--- src/rtl/icache_controller.sv ---
// Direct-mapped 8x16B instruction cache: zero-cycle hits, blocking line fill on miss.
// Latency: hit same cycle; miss = 1 lookup + memory cycles + 1 fill, then re-lookup hits.
// Backpressure: BUSYWAIT stalls the CPU; waits on MEM_BUSYWAIT. Optional counters: ICACHE_STATS_EN.
module icache_controller (
    input  logic         CLK,
    input  logic         RESET,
    input  logic [31:0]  PC,
    output logic [31:0]  INSTRUCTION,
    output logic         BUSYWAIT,
    output logic [5:0]   MEM_ADDRESS,
    output logic         MEM_READ,
    input  logic [127:0] MEM_READDATA,
    input  logic         MEM_BUSYWAIT
`ifdef ICACHE_STATS_EN
    ,
    output logic [15:0]  HIT_COUNT,
    output logic [15:0]  MISS_COUNT
`endif
);

    typedef enum logic [1:0] {
        IDLE  = 2'd0,
        FETCH = 2'd1,
        FILL  = 2'd2
    } state_t;

    state_t         state_q, state_d;
    logic [5:0]     addr_q, addr_d;
    logic [127:0]   fill_q, fill_d;
    logic           mem_read_q, mem_read_d;
    logic [7:0]     valid_q, valid_d;
    logic [2:0]     tag_q  [8];
    logic [127:0]   data_q [8];

    logic [1:0]     pc_offset;
    logic [2:0]     pc_index;
    logic [2:0]     pc_tag;
    logic           unused_pc_bits;
    logic           line_hit;
    logic           lookup_hit;
    logic           fill_we;
    logic [127:0]   line_data;
    logic [31:0]    line_word;

    assign pc_offset      = PC[3:2];
    assign pc_index       = PC[6:4];
    assign pc_tag         = PC[9:7];
    assign unused_pc_bits = ^{PC[31:10], PC[1:0]};

    assign line_hit   = valid_q[pc_index] && (tag_q[pc_index] == pc_tag);
    assign lookup_hit = !RESET && (state_q == IDLE) && line_hit;
    assign fill_we    = (state_q == FILL);
    assign line_data  = data_q[pc_index];
    assign line_word  = line_data[{pc_offset, 5'd0} +: 32];

    always_comb begin
        state_d    = state_q;
        addr_d     = addr_q;
        mem_read_d = mem_read_q;
        valid_d    = valid_q;
        fill_d     = fill_q;
        case (state_q)
            IDLE: begin
                if (!line_hit) begin
                    state_d    = FETCH;
                    addr_d     = {pc_tag, pc_index};
                    mem_read_d = 1'b1;
                end
            end
            FETCH: begin
                // The block is captured only on the terminating edge; later bus values are ignored.
                if (!MEM_BUSYWAIT) begin
                    state_d    = FILL;
                    fill_d     = MEM_READDATA;
                    mem_read_d = 1'b0;
                end
            end
            FILL: begin
                state_d             = IDLE;
                valid_d[addr_q[2:0]] = 1'b1;
            end
            default: begin
                state_d    = IDLE;
                mem_read_d = 1'b0;
            end
        endcase
    end

    always_ff @(posedge CLK) begin
        if (RESET) begin
            state_q    <= IDLE;
            addr_q     <= '0;
            mem_read_q <= 1'b0;
            valid_q    <= '0;
        end else begin
            state_q    <= state_d;
            addr_q     <= addr_d;
            mem_read_q <= mem_read_d;
            valid_q    <= valid_d;
        end
    end

    // Tag/data storage carries no reset; the valid bits alone qualify a line.
    always_ff @(posedge CLK) begin
        fill_q <= fill_d;
        if (fill_we && !RESET) begin
            tag_q[addr_q[2:0]]  <= addr_q[5:3];
            data_q[addr_q[2:0]] <= fill_q;
        end
    end

    assign BUSYWAIT    = !RESET && !lookup_hit;
    assign INSTRUCTION = lookup_hit ? line_word : 32'd0;
    assign MEM_READ    = mem_read_q && !RESET;
    assign MEM_ADDRESS = RESET ? 6'd0 : addr_q;

`ifdef ICACHE_STATS_EN
    logic        lookup_miss;
    logic [15:0] hit_cnt_q, hit_cnt_d;
    logic [15:0] miss_cnt_q, miss_cnt_d;

    assign lookup_miss = !RESET && (state_q == IDLE) && !line_hit;

    always_comb begin
        hit_cnt_d  = hit_cnt_q;
        miss_cnt_d = miss_cnt_q;
        if (lookup_hit && (hit_cnt_q != 16'hFFFF)) begin
            hit_cnt_d = hit_cnt_q + 16'd1;
        end
        if (lookup_miss && (miss_cnt_q != 16'hFFFF)) begin
            miss_cnt_d = miss_cnt_q + 16'd1;
        end
    end

    always_ff @(posedge CLK) begin
        if (RESET) begin
            hit_cnt_q  <= '0;
            miss_cnt_q <= '0;
        end else begin
            hit_cnt_q  <= hit_cnt_d;
            miss_cnt_q <= miss_cnt_d;
        end
    end

    assign HIT_COUNT  = hit_cnt_q;
    assign MISS_COUNT = miss_cnt_q;
`endif

endmodule

--- config.mk ---
export PLATFORM = sky130hd
export DESIGN_NAME = icache_controller
export DESIGN_NICKNAME = d
export VERILOG_FILES = /design/src/rtl/icache_controller.sv
export SDC_FILE = /design/constraint.sdc
export NUM_CORES = 1
export LEC_CHECK = 0
export ABC_AREA = 1
export BUFFER_PORTS_ARGS = -buffer_cell sky130_fd_sc_hd__buf_2
export CAP_MARGIN = 20
export CORE_UTILIZATION = 45
export CTS_CLUSTER_DIAMETER = 50
export DETAILED_ROUTE_END_ITERATION = 8
export PLACE_DENSITY_LB_ADDON = 0.15
export SLEW_MARGIN = 20
export SYNTH_ARGS = -nofsm -noshare
export SYNTH_HDL_FRONTEND = slang
export SYNTH_SLANG_ARGS = --single-unit
--- constraint.sdc ---
create_clock -name CLK -period 12.4 [get_ports CLK]
set_clock_uncertainty 0.2 [all_clocks]
set_input_delay 0.62 -clock CLK [delete_from_list [all_inputs] [get_ports CLK]]
set_output_delay 0.62 -clock CLK [all_outputs]
set_load 0.02 [all_outputs]
==> run_results.csv, run 1 <==
group,metric,value,unit
floorplanning,dieArea,0.104,sq mm
final_layout,multiInputGateArea,0.00930,sq mm
synthesis,ys_seq_area_share,77.3,%
final_layout,regArea,0.0357,sq mm
synthesis,async_flop_share,0,%
pwr,switching_power,1.97,mW
sta,worstMarginPinSlew,1220,ps
clock_tree,htree_levels,4,
global_route,grt_use_total,23.8,%
detailed_routing,drt.antenna.violating_nets,0,
global_route,grt_pass1_vias,26900,
sta,rsz0062_at_grt,"no",
floorplanning,rows,117,
critical_path,arrival,4670,ps
placed_design,port_buffers,178,
min_path,min_path_cells,5,
job,maxCapViolCount,0,
global_route,grt_use_met1,35.5,%
synthesis,ys_top_cells_by_area,"edfxtp_1 (77%), nand2_1 (7.3%), nand3_1 (5.4%), a21oi_1 (3.8%), a22oi_1 (2.5%)",
synthesis,ys_types,25,
global_route,grt_pass1_wl,179000,microns
pwr,p_sw_share,22.1,%
clock_tree,path_clk_slew,50,ps
sta,fin_crit,5490,ps
final_layout,syn2layout_area_growth,16.7,%
synthesis,synth_commonest_cells,"edfxtp_1 (1176), nand2_1 (903), nand3_1 (501)",
pwr,p_comb_share,5.2,%
pwr,p_leak,18.7,nW
critical_path,required,11580,ps
global_route,top_usage_layer,"met1",
sta,period_share,44.3,%
critical_path,endpoint_kind,"primary output",
synthesis,synth_edf_count,1176,
detailed_routing,drt-initial-drc-count,2700,
sta,finalHoldViolCount,0,
pwr,seqPwrFrac,50.8,%
pwr,intPower,6.93,mW
global_route,use_met3,4.38,%
detailed_routing,first_pass_iters,6,
sta,drv_slew,0,
placed_design,dpl.hpwl,60500,microns
clock_tree,tritoncts,"built",
clock_tree,root_buffer,"clkbuf_16",
status,status,"complete, no violations",
synthesis,syn_nets,3620,
final_layout,nets,3873,
final_layout,diodes,0,
min_path,hold_class,"in -> reg",
final_layout,nFillCells,8498,
floorplanning,ios,203,
synthesis,yosysTopAreaCell,"edfxtp_1",
detailed_routing,wire_per_inst,23.8,microns
synthesis,synthCells,3457,
pwr,pwr-share-clk,44.0,%
detailed_routing,routed_wl,123000,microns
global_route,grt_max_degree,200,
clock_tree,cts_sinks,1193,
global_route,met2_usage,35.2,%
detailed_routing,num_vias,28700,
global_route,overflow,0,
synthesis,syn_area,0.0461,sq mm
clock_tree,cts.repair.resized,0,
final_layout,drive_gt1_share,11.1,%
floorplanning,initial_core_util,45.3,%
synthesis,yosys_register_bits,1193,
critical_path,critPathKind,"in -> out",
pwr,powerDensity,165,mW/mm^2
detailed_routing,drc,0,
clock_tree,clock_path_buffers,3,
clock_tree,post_cts_buffers,0,
sta,fmax,0.182,GHz
critical_path,critPathLaunchType,"input port",
floorplanning,die_x,322,microns
clock_tree,cts_buffers,135,
global_route,antenna_found_initial,4,
synthesis,synthFlopType,"edfxtp_1",
clock_tree,insertion_delay,750,ps
synthesis,synth_top_area_share,76.6,%
critical_path,cp_max_fo,104,
detailed_routing,viasPerCell,5.54,
sta,finalSetupTns,0,ps
final_layout,fin_util,52.9,%
sta,finalSetupViolations,0,
critical_path,worstRegToRegCells,6,
floorplanning,core,0.102,sq mm
floorplanning,die_h,322,microns
sta,relSlewSlack,18.7,%
synthesis,yosys_warnings,0,
synthesis,yosysMostFrequentCell,"edfxtp_1",
placed_design,gp_congestion,0.749,
pwr,total_power,8.89,mW
pwr,peakVddDrop,0.107,mV
synthesis,syn_area_per_cell,13.3,sq um
worst max-delay path, stage by stage:
cell and delay, ps:
buf_8 250, inv_8 660, buf_4 750, buf_4 800
a21oi_1 90, a22oi_1 210, nand2_1 80, nand3_1 110
nand3_1 130, a21oi_1 490, buf_2 270
cell type report:
type / count / area share [%]
inverter: 40 / 0.332
sequential: 1193 / 66.2
clock buffer: 169 / 6.87
clock inverter: 69 / 1.24
multi-input combinational: 1993 / 17.3
timing repair buffer: 347 / 4.88
tap: 1368 / 3.18
kinds of logic after synthesis:
group           count (synthesis)  synth area share [%]
compound gates                541                  6.78
buf+inv                       271                  2.69
flops                        1193                  77.3
simple gates                 1452                  13.2
stage by stage:
step	hold WS (ps)	worst slack [ps]	cells	area, sq um
after detailed placement	240	6860	4811	48200
after floorplan	223	2110	3457	46100
after global routing	52.3	6690	5179	53800
after CTS	5.42	6880	5179	53800
final	49.9	6910	5179	53800
after global placement	236	6910	4811	48200
metal layers:
metal | part of all wire (%) | vias to the layer above
li1 | - | 13200
met1 | 46 | 14300
met2 | 45 | 1001
met3 | 6.8 | 201
met4 | 2.9 | 2
met5 | 0.0089 | -
worst paths after layout:
check,to,slack (ps),startpoint
worst max-delay path,INSTRUCTION[21],6910,PC[5]
worst min-delay path,addr_q[3],50,PC[7]
worst max register to register,data_q[2][126],8400,state_q[1]
worst min register to register,valid_q[3],260,valid_q[3]
state kept, by name, summed over array words and instances, names as in the netlist:
name / flops
addr_q: 6
fill_q: 128
data_q: 1024
mem_read_q: 1
valid_q: 8
state_q: 2
tag_q: 24
placed cells by master, fill, tap and decap left out:
cell type,count
o21ai_0,23
nor2_1,34
inv_2,1
clkbuf_16,144
inv_1,36
inv_6,9
inv_8,5
clkinv_16,1
a22oi_1,155
buf_2,174
nand2_2,1
buf_4,31
clkbuf_1,25
buf_6,1
clkinv_4,4
nand3_1,501
nor2_4,9
nor2_2,1
bufinv_16,9
clkinvlp_4,7
clkinv_2,12
dfxtp_1,17
nand2_1,903
inv_16,2
buf_8,2
nor4_1,1
buf_12,9
nand4_2,1
o221ai_1,8
nor3_2,1
edfxtp_1,1176
dlygate4sd3_1,130
clkinv_1,23
o21ai_1,2
a21oi_1,350
o22ai_1,3
power groups by stage:
| stage | logic, mW | clock network (mW) | registers, mW |
|---|---|---|---|
| 5_1_grt | 0.502 | 4.12 | 4.52 |
| 3_3_place_gp | 0.426 | 0 | 4.60 |
| 2_1_floorplan | 0.261 | 0 | 4.59 |
| 6_report | 0.460 | 3.91 | 4.52 |
| 4_1_cts | 0.462 | 3.98 | 4.52 |
| 3_5_place_dp | 0.428 | 0 | 4.60 |
what timing repair did:
action | in CTS | in global routing
endpoints found under the setup margin | 0 | 0
hold buffers | 130 | 0
endpoints found under the hold margin | 130 | 0
Note: power is estimated with default switching activity, not from simulation.
==> inputs of run 2 (changes only) <==
ABC_AREA = 0   (was 1)
clock period = 5.7 ns   (was 12.4 ns; I/O delays follow)
==> run 2 against run 1 <==
Non-clock buffer count rose by 11; sequential power rose by 120%; final area fell by 2.0%; area after synthesis fell by 3.7%; die area fell by 3.7%; global-route usage fell by 4.6 points; flip-flop and latch count did not move; highest routed layer unchanged.
==> run_results.csv, run 2 <==
group,metric,value,unit
sta,whs,71.9,ps
critical_path,cp_cell_sequence,"buf_8 -> mux2i_1 -> mux4_2 -> xor2_1 -> nand4_1 -> buf_4 -> nor3_1 -> buf_2",
critical_path,required,5220,ps
global_route,antenna_found_initial,5,
final_layout,stdcell_count,3530,
sta,period_share,69.3,%
pwr,powerDensity,356,mW/mm^2
critical_path,worstRegToRegCells,4,
synthesis,syn_nets,1903,
synthesis,synthFlopType,"edfxtp_1",
critical_path,endpoint_kind,"primary output",
min_path,hold_class,"in -> reg",
critical_path,crit_end,"INSTRUCTION[20]",
critical_path,critPathSlowestCell,"nor3_1",
pwr,peakVddDrop,0.250,mV
floorplanning,ios,203,
clock_tree,tritoncts,"built",
min_path,min_path_cells,2,
pwr,p_leak,17.0,nW
synthesis,ys_types,25,
floorplanning,die_x,316,microns
detailed_routing,first_pass_iters,5,
placed_design,gp_congestion,0.783,
placed_design,dpl.hpwl,49400,microns
sta,fin_crit,3950,ps
detailed_routing,num_vias,19900,
synthesis,synth_commonest_cells,"edfxtp_1 (1176), mux4_2 (325), buf_2 (52)",
clock_tree,root_buffer,"clkbuf_16",
synthesis,yosys_warnings,0,
sta,final.setup.worst_slack,1750,ps
floorplanning,die_h,316,microns
synthesis,synth_edf_count,1176,
critical_path,timing.rr.start,"state_q[1]",
clock_tree,clock_path_buffers,3,
detailed_routing,drt.antenna.violating_nets,0,
final_layout,final_common_cell,"edfxtp_1",
sta,drv_slew,0,
status,status,"complete, no violations",
critical_path,r2r_end,"data_q[6][25]",
clock_tree,cts_sinks,1193,
clock_tree,path_clk_slew,60,ps
placed_design,dp_slack,1810,ps
sta,finalHoldViolCount,0,
global_route,grt_max_degree,110,
sta,relSlewSlack,38.4,%
global_route,grt_pass1_vias,21100,
sta,fmax,0.253,GHz
clock_tree,insertion_delay,720,ps
synthesis,yosysTopAreaCell,"edfxtp_1",
synthesis,syn_area_per_cell,25.5,sq um
critical_path,cp_max_fo,69,
floorplanning,initial_core_util,45.7,%
critical_path,ff2ff_setup_slack,2710,ps
detailed_routing,wire_per_inst,26.6,microns
critical_path,cp_slowest_stage_delay,700,ps
synthesis,syn_area,0.0444,sq mm
critical_path,critPathLaunch,"PC[4]",
detailed_routing,drt-initial-drc-count,1653,
synthesis,ys_seq_area_share,80.2,%
pwr,total_power,18.8,mW
detailed_routing,viasPerCell,5.62,
final_layout,syn2layout_area_growth,18.8,%
critical_path,critPathLaunchType,"input port",
clock_tree,htree_levels,4,
global_route,grt_use_total,19.3,%
detailed_routing,drc,0,
synthesis,ys_top_cells_by_area,"edfxtp_1 (79%), mux4_2 (16%), mux2i_1 (0.99%), dfxtp_1 (0.77%), buf_2 (0.59%)",
synthesis,synth_top_area_share,79.5,%
detailed_routing,routed_wl,94000,microns
sta,rsz0062_at_grt,"no",
placed_design,port_buffers,178,
final_layout,largest_register_ffs,1024,
global_route,overflow,0,
sta,worstMarginPinSlew,924,ps
critical_path,critPathKind,"in -> out",
placed_design,dpl.cell_count,3148,
final_layout,nets,2309,
synthesis,synthCells,1740,
final_layout,final_cell_mix,"edfxtp_1 (1176), mux4_2 (325), buf_2 (174)",
clock_tree,cts.repair.resized,0,
sta,finalSetupViolations,0,
final_layout,drive_gt1_share,33.1,%
synthesis,async_flop_share,0,%
global_route,grt_pass1_wl,138000,microns
floorplanning,rows,114,
synthesis,yosysMostFrequentCell,"edfxtp_1",
clock_tree,cts_buffers,132,
final_layout,fin_util,54.2,%
critical_path,arrival,3470,ps
floorplanning,dieArea,0.100,sq mm
job,maxCapViolCount,0,
floorplanning,core,0.0973,sq mm
synthesis,yosys_register_bits,1193,
==> run 2: cell types whose count changed in the layout (fill, tap and decap cells not counted), moves of 32 or more <==
cell	before	now
a21oi_1	350	0
a22oi_1	155	0
inv_1	36	0
mux2i_1	0	44
mux4_2	0	325
nand2_1	903	2
nand3_1	501	0
nor2_1	34	2
nor3_1	0	33
==> run 2: area by class of cell <==
| class | count | area [sq um] |
|---|---|---|
| timing repair buffer | 358 | 2850 |
| antenna | 1 | 2.50 |
| clock buffer | 164 | 3520 |
| tap | 1276 | 1600 |
| sequential | 1193 | 35700 |
| clock inverter | 77 | 734 |
| fill | 7367 | 44500 |
| multi-input combinational | 460 | 8410 |
| inverter | 1 | 3.75 |
==> run 2: worst min-delay path by stage <==
stage | startpoint | end | slack (ps)
after floorplan | MEM_READDATA[0] | fill_q[0] | 180
after global placement | valid_q[7] | valid_q[7] | 230
after detailed placement | valid_q[6] | valid_q[6] | 240
after CTS | MEM_READDATA[95] | fill_q[95] | 20
after global routing | MEM_READDATA[23] | fill_q[23] | 50
final | MEM_READDATA[93] | fill_q[93] | 70
==> run 2: through the flow <==
stage	area, sq um	TNS, ps
global route	52800	0
finish	52800	0
global placement	47100	0
floorplan	44400	-1427320
CTS	52800	0
detailed placement	47100	0
==> run 2: what timing repair did <==
action,in CTS,in global routing
setup buffers,0,0
hold endpoints to repair,148,0
hold buffers,140,0
==> run 2: kinds of logic after synthesis <==
| family | count (synthesis) | synth area share (%) |
|---|---|---|
| flip-flops | 1193 | 80.2 |
| multiplexers | 376 | 17.6 |
| buffers and inverters | 87 | 0.983 |
| AND/OR/NAND/NOR | 68 | 0.797 |
| AO/OA/AOI/OAI | 13 | 0.270 |
| XOR/XNOR | 3 | 0.0591 |
==> run 2: worst max-delay path, delay by kind of cell <==
kind                      cells  cell delay (ps)
buffers and inverters         3             1180
and+or+nand+nor               2              850
muxes                         2              670
xor gates and xnor gates      1              330
==> run 2: per-layer routing <==
layer	GRT usage, %	wire (microns)	up-vias
li1	-	-	8393
met1	27.2	40700	10800
met2	30.8	46000	559
met3	3.46	5110	138
met4	6.16	2060	6
met5	0	42	-
==> run 2: where the power goes <==
group | switching [mW] | internal (mW) | leakage (nW) | total (mW)
registers | 0.0849 | 9.69 | 10.8 | 9.78
logic | 0.359 | 0.381 | 4.20 | 0.740
clock network | 3.35 | 4.90 | 2.05 | 8.25
==> inputs of run 3 (changes only) <==
clock period = 3.3 ns   (was 5.7 ns; I/O delays follow)
==> run 3 against run 2 <==
Combinational power is 100% higher; hold slack worse by 28 ps; critical path type is now reg -> out; via count is 3.4% higher; worst setup slack worse by 1700 ps; register-to-register slack worse by 2300 ps.
==> run_results.csv, run 3 (synthesis results as in run 2) <==
group,metric,value,unit
detailed_routing,viasPerCell,5.53,
clock_tree,cts_buffers,134,
clock_tree,path_clk_slew,60,ps
global_route,grt_use_total,20.0,%
floorplanning,initial_core_util,45.7,%
sta,fin_crit,3240,ps
pwr,peakVddDrop,0.436,mV
placed_design,gp_congestion,0.750,
job,maxCapViolCount,0,
sta,relSlewSlack,52.2,%
critical_path,worstRegToRegCells,7,
sta,rsz0062_at_grt,"yes",
detailed_routing,routed_wl,97000,microns
final_layout,nFillCells,7162,
global_route,overflow,0,
final_layout,fin_area,0.0553,sq mm
floorplanning,rows,114,
final_layout,stdcell_count,3713,
final_layout,multiInputGateArea,0.00875,sq mm
final_layout,nets,2496,
floorplanning,die_x,316,microns
placed_design,dpl.cell_count,3203,
placed_design,place_area,0.0479,sq mm
clock_tree,root_buffer,"clkbuf_16",
final_layout,largest_register_ffs,1024,
min_path,hold_class,"in -> reg",
min_path,min_path_cells,2,
critical_path,required,2930,ps
placed_design,port_buffers,178,
final_layout,final_cell_mix,"edfxtp_1 (1176), mux4_2 (325), dlygate4sd3_1 (265)",
sta,finalHoldViolCount,0,
floorplanning,die_h,316,microns
placed_design,dpl.hpwl,54500,microns
floorplanning,core,0.0973,sq mm
global_route,antenna_found_initial,2,
critical_path,cp_max_fo,7,
critical_path,critPathKind,"reg -> out",
sta,finalSetupViolations,0,
pwr,p_leak,18.1,nW
clock_tree,htree_levels,4,
detailed_routing,first_pass_iters,5,
clock_tree,clock_path_buffers,3,
detailed_routing,wire_per_inst,26.1,microns
floorplanning,dieArea,0.100,sq mm
floorplanning,ios,203,
sta,drv_slew,0,
global_route,grt_pass1_wl,144000,microns
critical_path,critPathLaunchType,"register",
critical_path,arrival,2880,ps
clock_tree,cts_sinks,1193,
sta,period_share,98.2,%
status,status,"complete, no violations",
clock_tree,tritoncts,"built",
detailed_routing,drc,0,
clock_tree,insertion_delay,730,ps
detailed_routing,drt-initial-drc-count,1489,
sta,fmax,0.309,GHz
sta,worstMarginPinSlew,717,ps
pwr,powerDensity,588,mW/mm^2
critical_path,endpoint_kind,"primary output",
final_layout,drive_gt1_share,34.8,%
sta,finalSetupTns,0,ps
detailed_routing,num_vias,20500,
global_route,grt_max_degree,71,
final_layout,regArea,0.0357,sq mm
final_layout,final_common_cell,"edfxtp_1",
final_layout,syn2layout_area_growth,24.5,%
global_route,grt_pass1_vias,22100,
detailed_routing,drt.antenna.violating_nets,0,
==> run 3: repair_timing <==
| item | CTS | global route |
|---|---|---|
| endpoints found under the setup margin | 33 | 31 |
| hold buffers | 265 | 0 |
| resized for setup | 93 | 29 |
| gates cloned | 1 | 0 |
| setup buffers | 4 | 1 |
| endpoints found under the hold margin | 167 | 0 |
| pin swaps | 18 | 9 |
==> run 3: metrics by stage <==
step / power [mW] / hold WS [ps] / utilization [%] / setup WS (ps)
after CTS: 32.9 / 5.64 / 56.7 / -21.3
after detailed placement: 18.4 / 143 / 49.2 / 189
after global routing: 33.6 / 6.86 / 56.9 / -57.8
after floorplan: 17.9 / 63.9 / - / -1370
final: 32.6 / 44.2 / 56.9 / 59.0
after global placement: 18.4 / 141 / 49.2 / 152
==> run 3: layer usage <==
metal	track usage (%)	up-vias	wire length, microns
li1	-	8781	-
met1	28.2	11100	42400
met2	32.2	498	48100
met3	3.58	141	4520
met4	5.98	0	1930
met5	0	-	0
==> run 3: path summary, 6_finish.rpt <==
check	start	endpoint	slack, ps
max	tag_q[6][1]	INSTRUCTION[30]	60
min	MEM_READDATA[44]	fill_q[44]	40
max reg2reg	tag_q[7][0]	addr_q[4]	410
min reg2reg	valid_q[2]	valid_q[2]	250
==> run 3: worst max-delay path, stage by stage (launching register included) <==
cell,delay (ps)
edfxtp_1,330
mux2i_1,70
mux4_2,520
xor2_2,250
nand4_1,130
buf_6,160
buf_12,140
buf_12,140
nor3_4,230
buf_6,150
==> run 3: report_power, final <==
group	switching [mW]	internal (mW)
logic	0.698	0.808
clock network	5.86	8.30
registers	0.153	16.7
total	6.71	25.8
==> run 3: layout make-up <==
cell class	count	share of cell area, %
inverter	1	0.00679
antenna	1	0.00452
clock buffer	165	6.54
multi-input combinational	460	15.8
timing repair buffer	543	9.19
tap	1276	2.89
clock inverter	74	1.09
sequential	1193	64.5
